**config.mk**
```make
export PLATFORM = sky130hd
export DESIGN_NAME = pwm8_gen
export DESIGN_NICKNAME = d
export VERILOG_FILES = /design/src/rtl/pwm8_pkg.sv /design/src/rtl/pwm8_deadtime.sv /design/src/rtl/pwm8_gen.sv
export SDC_FILE = /design/constraint.sdc
export NUM_CORES = 1
export LEC_CHECK = 0
export CORE_MARGIN = 8
export CORE_UTILIZATION = 47
export CTS_BUF_LIST = sky130_fd_sc_hd__clkbuf_16
export DETAILED_ROUTE_END_ITERATION = 16
export GPL_ROUTABILITY_DRIVEN = 0
export PLACE_DENSITY = 0.7
export SLEW_MARGIN = 30
export SYNTH_ARGS = -nofsm -noshare
export SYNTH_HDL_FRONTEND = slang
export SYNTH_HIERARCHICAL = 1
export SYNTH_SLANG_ARGS = --single-unit
```
**constraint.sdc**
```tcl
create_clock -name clock -period 2.8 [get_ports clock]
set_input_delay 0.7 -clock clock [delete_from_list [all_inputs] [get_ports clock]]
set_output_delay 0.7 -clock clock [all_outputs]
set_load 0.02 [all_outputs]
```
**src/rtl/pwm8_pkg.sv**
```systemverilog
// Shared types and defaults for the 8-bit PWM generator.
package pwm8_pkg;

    localparam int unsigned PwmWidth   = 8;
    localparam int unsigned PwmDeadCyc = 2;

    typedef enum logic [1:0] {
        StIdle = 2'd0,
        StSync = 2'd1,
        StRun  = 2'd2
    } pwm8_state_e;

endpackage

```
**src/rtl/pwm8_deadtime.sv**
```systemverilog
// Complementary output stage with dead-time: after either output falls, the
// other may rise only once DEAD_CYC clocks have passed with both low.
module pwm8_deadtime #(
    parameter int unsigned DEAD_CYC = 2
) (
    input  logic clock,
    input  logic reset,
    input  logic force_off,
    input  logic pwm_ref,
    output logic pwm_p,
    output logic pwm_n
);

    localparam int unsigned CntW = (DEAD_CYC > 0) ? $clog2(DEAD_CYC + 1) : 1;

    logic            p_q, p_d, n_q, n_d;
    logic [CntW-1:0] dead_q, dead_d;
    logic            want_p, want_n, dead_ok;

    assign want_p  = pwm_ref & ~force_off;
    assign want_n  = ~pwm_ref & ~force_off;
    // A count of 1 means this edge completes the gap.
    assign dead_ok = (dead_q <= CntW'(1));

    // Falling edges are immediate and restart the gap; rising edges wait for it.
    always_comb begin
        p_d    = p_q;
        n_d    = n_q;
        dead_d = (dead_q != '0) ? dead_q - CntW'(1) : '0;
        if (p_q && !want_p) begin
            p_d    = 1'b0;
            dead_d = CntW'(DEAD_CYC);
        end else if (!p_q && want_p && !n_q && dead_ok) begin
            p_d = 1'b1;
        end
        if (n_q && !want_n) begin
            n_d    = 1'b0;
            dead_d = CntW'(DEAD_CYC);
        end else if (!n_q && want_n && !p_q && dead_ok) begin
            n_d = 1'b1;
        end
    end

    // Output and gap-counter registers.
    always_ff @(posedge clock or posedge reset) begin
        if (reset) begin
            p_q    <= 1'b0;
            n_q    <= 1'b0;
            dead_q <= '0;
        end else begin
            p_q    <= p_d;
            n_q    <= n_d;
            dead_q <= dead_d;
        end
    end

    assign pwm_p = p_q;
    assign pwm_n = n_q;

endmodule

```
**src/rtl/pwm8_gen.sv**
```systemverilog
// PWM generator driven by an external free-running counter. Duty is written
// through a one-entry valid/ready shadow and committed only at counter wrap.
// Optional complementary dead-time output: define PWM8_DEADTIME_EN.
module pwm8_gen
    import pwm8_pkg::*;
#(
    parameter int unsigned WIDTH    = PwmWidth,
    parameter int unsigned DEAD_CYC = PwmDeadCyc
) (
    input  logic             clock,
    input  logic             reset,
    input  logic             en,
    input  logic [WIDTH-1:0] cnt_in,
    input  logic             duty_valid,
    input  logic [WIDTH-1:0] duty_data,
    output logic             duty_ready,
    output logic             pwm_out,
`ifdef PWM8_DEADTIME_EN
    output logic             pwm_n_out,
`endif
    output logic             period_tick
);

    pwm8_state_e      state_q, state_d;
    logic [WIDTH-1:0] cnt_prev_q;
    logic [WIDTH-1:0] shadow_q, shadow_d;
    logic [WIDTH-1:0] active_q, active_d;
    logic             pending_q, pending_d;
    logic             pwm_q, pwm_d;
    logic             tick_q, tick_d;
    logic             wrap, running, accept;

    // Any backwards step of the count (normal FF->00 or an upstream reset) is a wrap.
    assign wrap       = (cnt_in < cnt_prev_q);
    assign running    = en && (state_q != StIdle);
    assign duty_ready = ~pending_q;
    assign accept     = duty_valid && duty_ready;

    // Shadow/active duty update. Accept only happens with pending clear, so it
    // never collides with a commit; a same-cycle accept lands in shadow only.
    always_comb begin
        shadow_d  = shadow_q;
        active_d  = active_q;
        pending_d = pending_q;
        if (running && wrap && pending_q) begin
            active_d  = shadow_q;
            pending_d = 1'b0;
        end
        if (accept) begin
            shadow_d  = duty_data;
            pending_d = 1'b1;
        end
    end

    // FSM next state, compare and tick. The wrap edge that leaves SYNC already
    // drives the compare so the first period is full length.
    always_comb begin
        state_d = state_q;
        pwm_d   = 1'b0;
        tick_d  = 1'b0;
        if (!en) begin
            state_d = StIdle;
        end else begin
            unique case (state_q)
                StIdle: state_d = StSync;
                StSync: begin
                    if (wrap) begin
                        state_d = StRun;
                        pwm_d   = (cnt_in < active_d);
                        tick_d  = 1'b1;
                    end
                end
                StRun: begin
                    pwm_d  = (cnt_in < active_d);
                    tick_d = wrap;
                end
                default: state_d = StIdle;
            endcase
        end
    end

    // Previous count, sampled every clock regardless of state.
    always_ff @(posedge clock or posedge reset) begin
        if (reset) cnt_prev_q <= '0;
        else       cnt_prev_q <= cnt_in;
    end

    // Duty shadow/active registers.
    always_ff @(posedge clock or posedge reset) begin
        if (reset) begin
            shadow_q  <= '0;
            active_q  <= '0;
            pending_q <= 1'b0;
        end else begin
            shadow_q  <= shadow_d;
            active_q  <= active_d;
            pending_q <= pending_d;
        end
    end

    // FSM state and registered outputs.
    always_ff @(posedge clock or posedge reset) begin
        if (reset) begin
            state_q <= StIdle;
            pwm_q   <= 1'b0;
            tick_q  <= 1'b0;
        end else begin
            state_q <= state_d;
            pwm_q   <= pwm_d;
            tick_q  <= tick_d;
        end
    end

    assign period_tick = tick_q;

`ifdef PWM8_DEADTIME_EN
    logic idle;
    assign idle = (state_q == StIdle);

    pwm8_deadtime #(
        .DEAD_CYC (DEAD_CYC)
    ) u_deadtime (
        .clock     (clock),
        .reset     (reset),
        .force_off (idle),
        .pwm_ref   (pwm_q),
        .pwm_p     (pwm_out),
        .pwm_n     (pwm_n_out)
    );
`else
    logic unused_dead_cyc;
    assign unused_dead_cyc = ^DEAD_CYC;
    assign pwm_out         = pwm_q;
`endif

endmodule
```
== Word level (Yosys, flattened, before mapping) ==
Index checks and enable logic that the tools add are counted.

* Reduce and logical (&&, ||, !) cells: 8
* Equality and inequality tests: 4
* Bitwise gates (word level): 1
* Magnitude comparators: 2
* Multiplexer cells: 12

{| class="wikitable"
|+ Operators with widths
! kind !! count
|-
| 8-bit < comparator || 2
|-
| 8-bit two-way mux || 1
|-
| 1-bit two-way mux || 6
|-
| 2-bit one-hot mux with 3 select lines || 1
|-
| 1-bit logical AND || 4
|-
| 2-bit two-way mux || 2
|-
| 1-bit one-hot mux with 2 select lines || 2
|-
| 2-bit nonzero test || 2
|-
| 3-bit inequality test (second input constant) || 1
|-
| 2-bit by 1-bit == test with 1-bit output (second input constant) || 1
|-
| 2-bit == test (second input constant) || 1
|-
| 2-bit zero test || 1
|-
| 2-bit inequality test (second input constant) || 1
|-
| 2-bit AND reduction || 1
|-
| 1-bit inverter || 1
|}

* Register bits: 29
* Input port bits: 20
* Output and inout port bits: 3

== Longest topological paths before layout ==
* Word-level depth: 9
* Mapped depth: 15
* Mapped depth without buffers: 15

== Least setup slack after synthesis ==
OpenSTA, ideal clock, no wires.

* Kind: in2reg
* Start point: in cnt_in[3]
* End point: reg pwm_q, in the netlist pwm_out
* Path slack: -668 ps
* Data required time: 2,734 ps
* Cell stages on the path: 14
* Setup time: 66 ps
* Arrival: 3,402 ps
* Buffers on the path: 0
* Cells stage by stage: ha_1 or4_1 a21oi_2 o31ai_2 nor2_4 mux2_4 inv_2 ha_1 a21o_1 a221oi_1 nand2_1 o21ai_0 o311ai_1 nand2_1

* Word-level cells in the longest chain between the ends: 8

{| class="wikitable"
|+ Ends and longest elaborated chain
! item !! line !! source
|-
| from (decl) || pwm8_gen.sv:13 || <nowiki>input logic [WIDTH-1:0] cnt_in,</nowiki>
|-
| 8-bit < comparator * || pwm8_gen.sv:34 || <nowiki>assign wrap = (cnt_in < cnt_prev_q);</nowiki>
|-
| 1-bit logical AND * (2 in a row) || pwm8_gen.sv:45 || <nowiki>if (running && wrap && pending_q) begin</nowiki>
|-
| 8-bit two-way mux * || pwm8_gen.sv:45 ||
|-
| named net active_d[5] || pwm8_gen.sv:27 || <nowiki>logic [WIDTH-1:0] active_q, active_d;</nowiki>
|-
| 8-bit < comparator * || pwm8_gen.sv:69, pwm8_gen.sv:74 ||
|-
| 1-bit two-way mux || pwm8_gen.sv:67 || <nowiki>if (wrap) begin</nowiki>
|-
| 1-bit one-hot mux with 2 select lines * || pwm8_gen.sv:64 || <nowiki>unique case (state_q)</nowiki>
|-
| 1-bit two-way mux * || pwm8_gen.sv:61 || <nowiki>if (!en) begin</nowiki>
|-
| named net pwm_d || pwm8_gen.sv:29 || <nowiki>logic pwm_q, pwm_d;</nowiki>
|-
| to (signal assigned) || pwm8_gen.sv:109 || <nowiki>pwm_q <= pwm_d;</nowiki>
|-
| to (decl) || pwm8_gen.sv:29 ||
|}

Mark *: on every way through the listed nets, which the timed path passes. The rest lies on a longest branch.
A chain may end at the register's enable or synchronous reset.

== Worst setup path in the final report ==
* Start point: in cnt_in[1]
* End point: reg pwm_q, in the netlist pwm_out

The elaborated chain is that of the path after synthesis.

==> results.tsv <==
stage	metric	value	unit
worst_setup_path	CP Launch Type	input port	
logic_synthesis	Post-Synth Simple-Gate Area	8.27	%
place	Placed Cells	197	
worst_setup_path	crit path buf inv count	2	
worst_setup_path	R2R Path Start	cnt_prev_q[1]	
min_path	hold path startpoint	active_q[0]	
logic_synthesis	syn_nets	162	
worst_setup_path	CP Data Required Time	3010	ps
logic_synthesis	largest family of logic cells by synthesized area	adder cells	
logic_synthesis	mux cell area share after synthesis	13.3	%
job	maxcap violations	0	
layout	area of the multi-input gates	800	sq um
global_route	largest net degree at the start of global routing	30	
route	Routed WL per cell	14.8	microns
floorplanning	Die Y	71.9	microns
floorplanning	Die X	71.9	microns
global_route	GRT overflow	0	
pwr	power per cell area	833	nW/um^2
floorplanning	Rows	20	
sta	Setup TNS	-411	ps
route	drc violations	0	
logic_synthesis	syn_area_per_cell	11.8	sq um
route	First-pass DRT Iterations	4	
global_route	vias in the first global route	1177	
pwr	total power	1.80	mW
min_path	Hold WC Path Type	reg -> reg	
logic_synthesis	Synth top area share	49.4	%
logic_synthesis	Yosys reg bits	29	
worst_setup_path	CP arrival	3420	ps
layout	layout cells sized above 1	36.9	%
cts	Sink Count	29	
route	DR iter-0 viols	19	
run_status	failing checks	negative setup slack	
sta	Worst Clk Skew	4.53	ps
cts	Clock Latency Late Sink	270	ps
global_route	initial antenna violation count	0	
floorplanning	core box area	3000	sq um
worst_setup_path	reg2reg setup slack	-280	ps
sta	fin. max-slew vios	0	
worst_setup_path	CP peak stage delay	530	ps
logic_synthesis	Synth warnings	6	
floorplanning	Starting Density	48.9	%
route	ANT nets after route	0	
layout	Finished Layout Cells	209	
worst_setup_path	worst path cell trace	buf_6, ha_4, or4_4, a21oi_4, o31ai_4, nor2_4, mux2_4, inv_2, ha_4, a21o_1, a221oi_2, nand2_1, o21ai_2, o311ai_2, nand2_1	
layout	Ant. Diodes	0	
sta	RSZ-0062 raised after global routing	yes	
layout	area delta synth->final	47.5	%
cts	cts hold-fix bufs	0	
route	Via density	5.10	
global_route	global-route wire length before repair	5230	microns
pwr	Pleak	1.05	nW
route	WL final	3090	microns
worst_setup_path	Crit path max-delay family	compound AO/OA/AOI/OAI gates	
logic_synthesis	synthesized area	1470	sq um
logic_synthesis	cells after synthesis	124	
cts	CTS Buffer Depth	2	
cts	Root Buffer	clkbuf_16	
sta	endpoints failing hold	0	
global_route	overall routing resource usage	13.2	%
logic_synthesis	largest area contributor in the netlist	dfrtp_1	
worst_setup_path	critical path capture point type	register	
place	port bufs	22	
layout	Reg area	726	sq um
logic_synthesis	adder-cell share of the synthesized area	15.3	%
pwr	maximum vdd drop	0.595	mV
cts	clk slew on worst S/H paths	50	ps
route	total vias in the final route	1066	
logic_synthesis	XOR/XNOR Fraction of Synth Area	0	%
cts	TritonCTS buffer count	5	
sta	part of the cycle the worst path needs	115	%
worst_setup_path	CP Class	in -> reg	
worst_setup_path	CP max stage cell	or4_4	
sta	fin worst setup slack	-411	ps
cts	H-tree level count	2	
layout	fin util	72.1	%
logic_synthesis	largest cells by area after synthesis	dfrtp_1, ha_1, mux2_2, inv_1, mux2i_1	
layout	final layout net count	213	
floorplanning	Die ar.	5170	sq um
worst_setup_path	Critical Path Start	cnt_in[1]	
sta	worst slew pin tran	360	ps
sta	fmax	0.311	GHz
worst_setup_path	Critical Path Fanout Max	5	
cts	CTS tree	built	
place	Post-DP HPWL	2280	microns
logic_synthesis	Seq/Total Area, Yosys	49.4	%
floorplanning	I/O Pins	23	
logic_synthesis	Compound-Gate Fraction of Synth Area	8.01	%
logic_synthesis	Distinct cells, synth	29	
sta	headroom to the max-slew limit	76.0	%
run_status	run status	finished, violations left	
layout	Fillers	214	
sta	minimum clock period	3210	ps
sta	setup violators final	1	
path summary, 6_finish.rpt:
path | endpoint | cells after the start
worst max-delay path | pwm_out | 15
worst min-delay path | active_q[0] | 1
worst max register to register | pwm_out | 15
worst min register to register | active_q[0] | 1
max in group asynchronous | cnt_prev_q[5] | 3
min in group asynchronous | active_q[3] | 3
synthesized netlist by cell type, drive strengths merged:
cell type  number
a21o            3
inv            21
a21oi           5
nand2           5
and2            1
o31ai           1
clkbuf          1
nand2b          1
mux2           11
or3             1
o21a            1
mux2i           6
dfrtp          29
ha             18
nor2            5
o211a           1
nor2b           3
nor4            1
o21ai           3
o311ai          1
nand3b          2
or4             1
nand3           2
a221oi          1
worst register-to-register path: stages (launching register included):
cell and delay, ps:
dfrtp_1 320, inv_1 60, ha_4 150, or4_4 530
a21oi_4 140, o31ai_4 80, nor2_4 200, mux2_4 330
inv_2 70, ha_4 190, a21o_1 160, a221oi_2 270
nand2_1 130, o21ai_2 170, o311ai_2 120, nand2_1 80
cell usage in the layout (no fill, tap or decap), types with 3 or more instances in the layout:
master / netlist / final
a21oi_2: 2 / 3
dlygate4sd2_1: 0 / 3
mux2_4: 3 / 3
nor2_1: 4 / 4
inv_1: 18 / 18
nor2b_1: 3 / 3
dfrtp_1: 29 / 29
inv_2: 3 / 3
ha_1: 18 / 11
a21o_1: 3 / 3
mux2_2: 7 / 7
ha_4: 0 / 7
clkbuf_16: 0 / 5
buf_4: 0 / 23
nand2_1: 5 / 5
clkdlybuf4s50_1: 0 / 15
mux2i_1: 6 / 4
report_power, final:
part | switching (mW) | leakage [nW] | total [mW] | internal, mW
clock | 0.164 | 0.0687 | 0.483 | 0.319
combinational | 0.312 | 0.632 | 0.688 | 0.376
sequential | 0.0706 | 0.350 | 0.633 | 0.562
layout make-up:
type                       instances  area share (%)
multi-input combinational         73            36.9
sequential                        29            33.5
timing repair buffer              45            17.6
clock buffer                       5            5.78
inverter                          21            3.64
tap                               33            1.91
clock inverter                     3           0.578
cells by family after synthesis:
family / count (synthesis)
AO/OA/AOI/OAI: 16
flip-flops: 29
AND/OR/NAND/NOR: 22
buffers and inverters: 22
adder cells (fa/ha/maj): 18
multiplexers: 17
routing by layer:
layer	vias to the layer above	global-route usage, %	routed length [microns]
met4	0	4.76	38
met2	20	23.0	1600
met5	-	0	0
met1	519	13.9	1300
met3	5	5.16	150
li1	522	-	-
sequential cells by signal, summed over array words and instances (netlist names):
signal,cells
cnt_prev_q,8
pending_q,1
pwm_out,1
shadow_q,8
period_tick,1
active_q,8
state_q,2
repair_timing:
| action | CTS | global route |
|---|---|---|
| endpoints found under the setup margin | 2 | 1 |
| resized for setup | 30 | 2 |
| pin swaps | 18 | 6 |
| setup buffers | 2 | 2 |
through the flow:
stage	hold slack, ps	worst slack [ps]	area [sq um]
CTS	493	-421	2130
finish	489	-411	2160
detailed placement	487	-1080	1940
global placement	467	-944	1940
global route	518	-544	2160
floorplan	452	-496	1540
No activity file was read; power rests on OpenSTA's default activity.
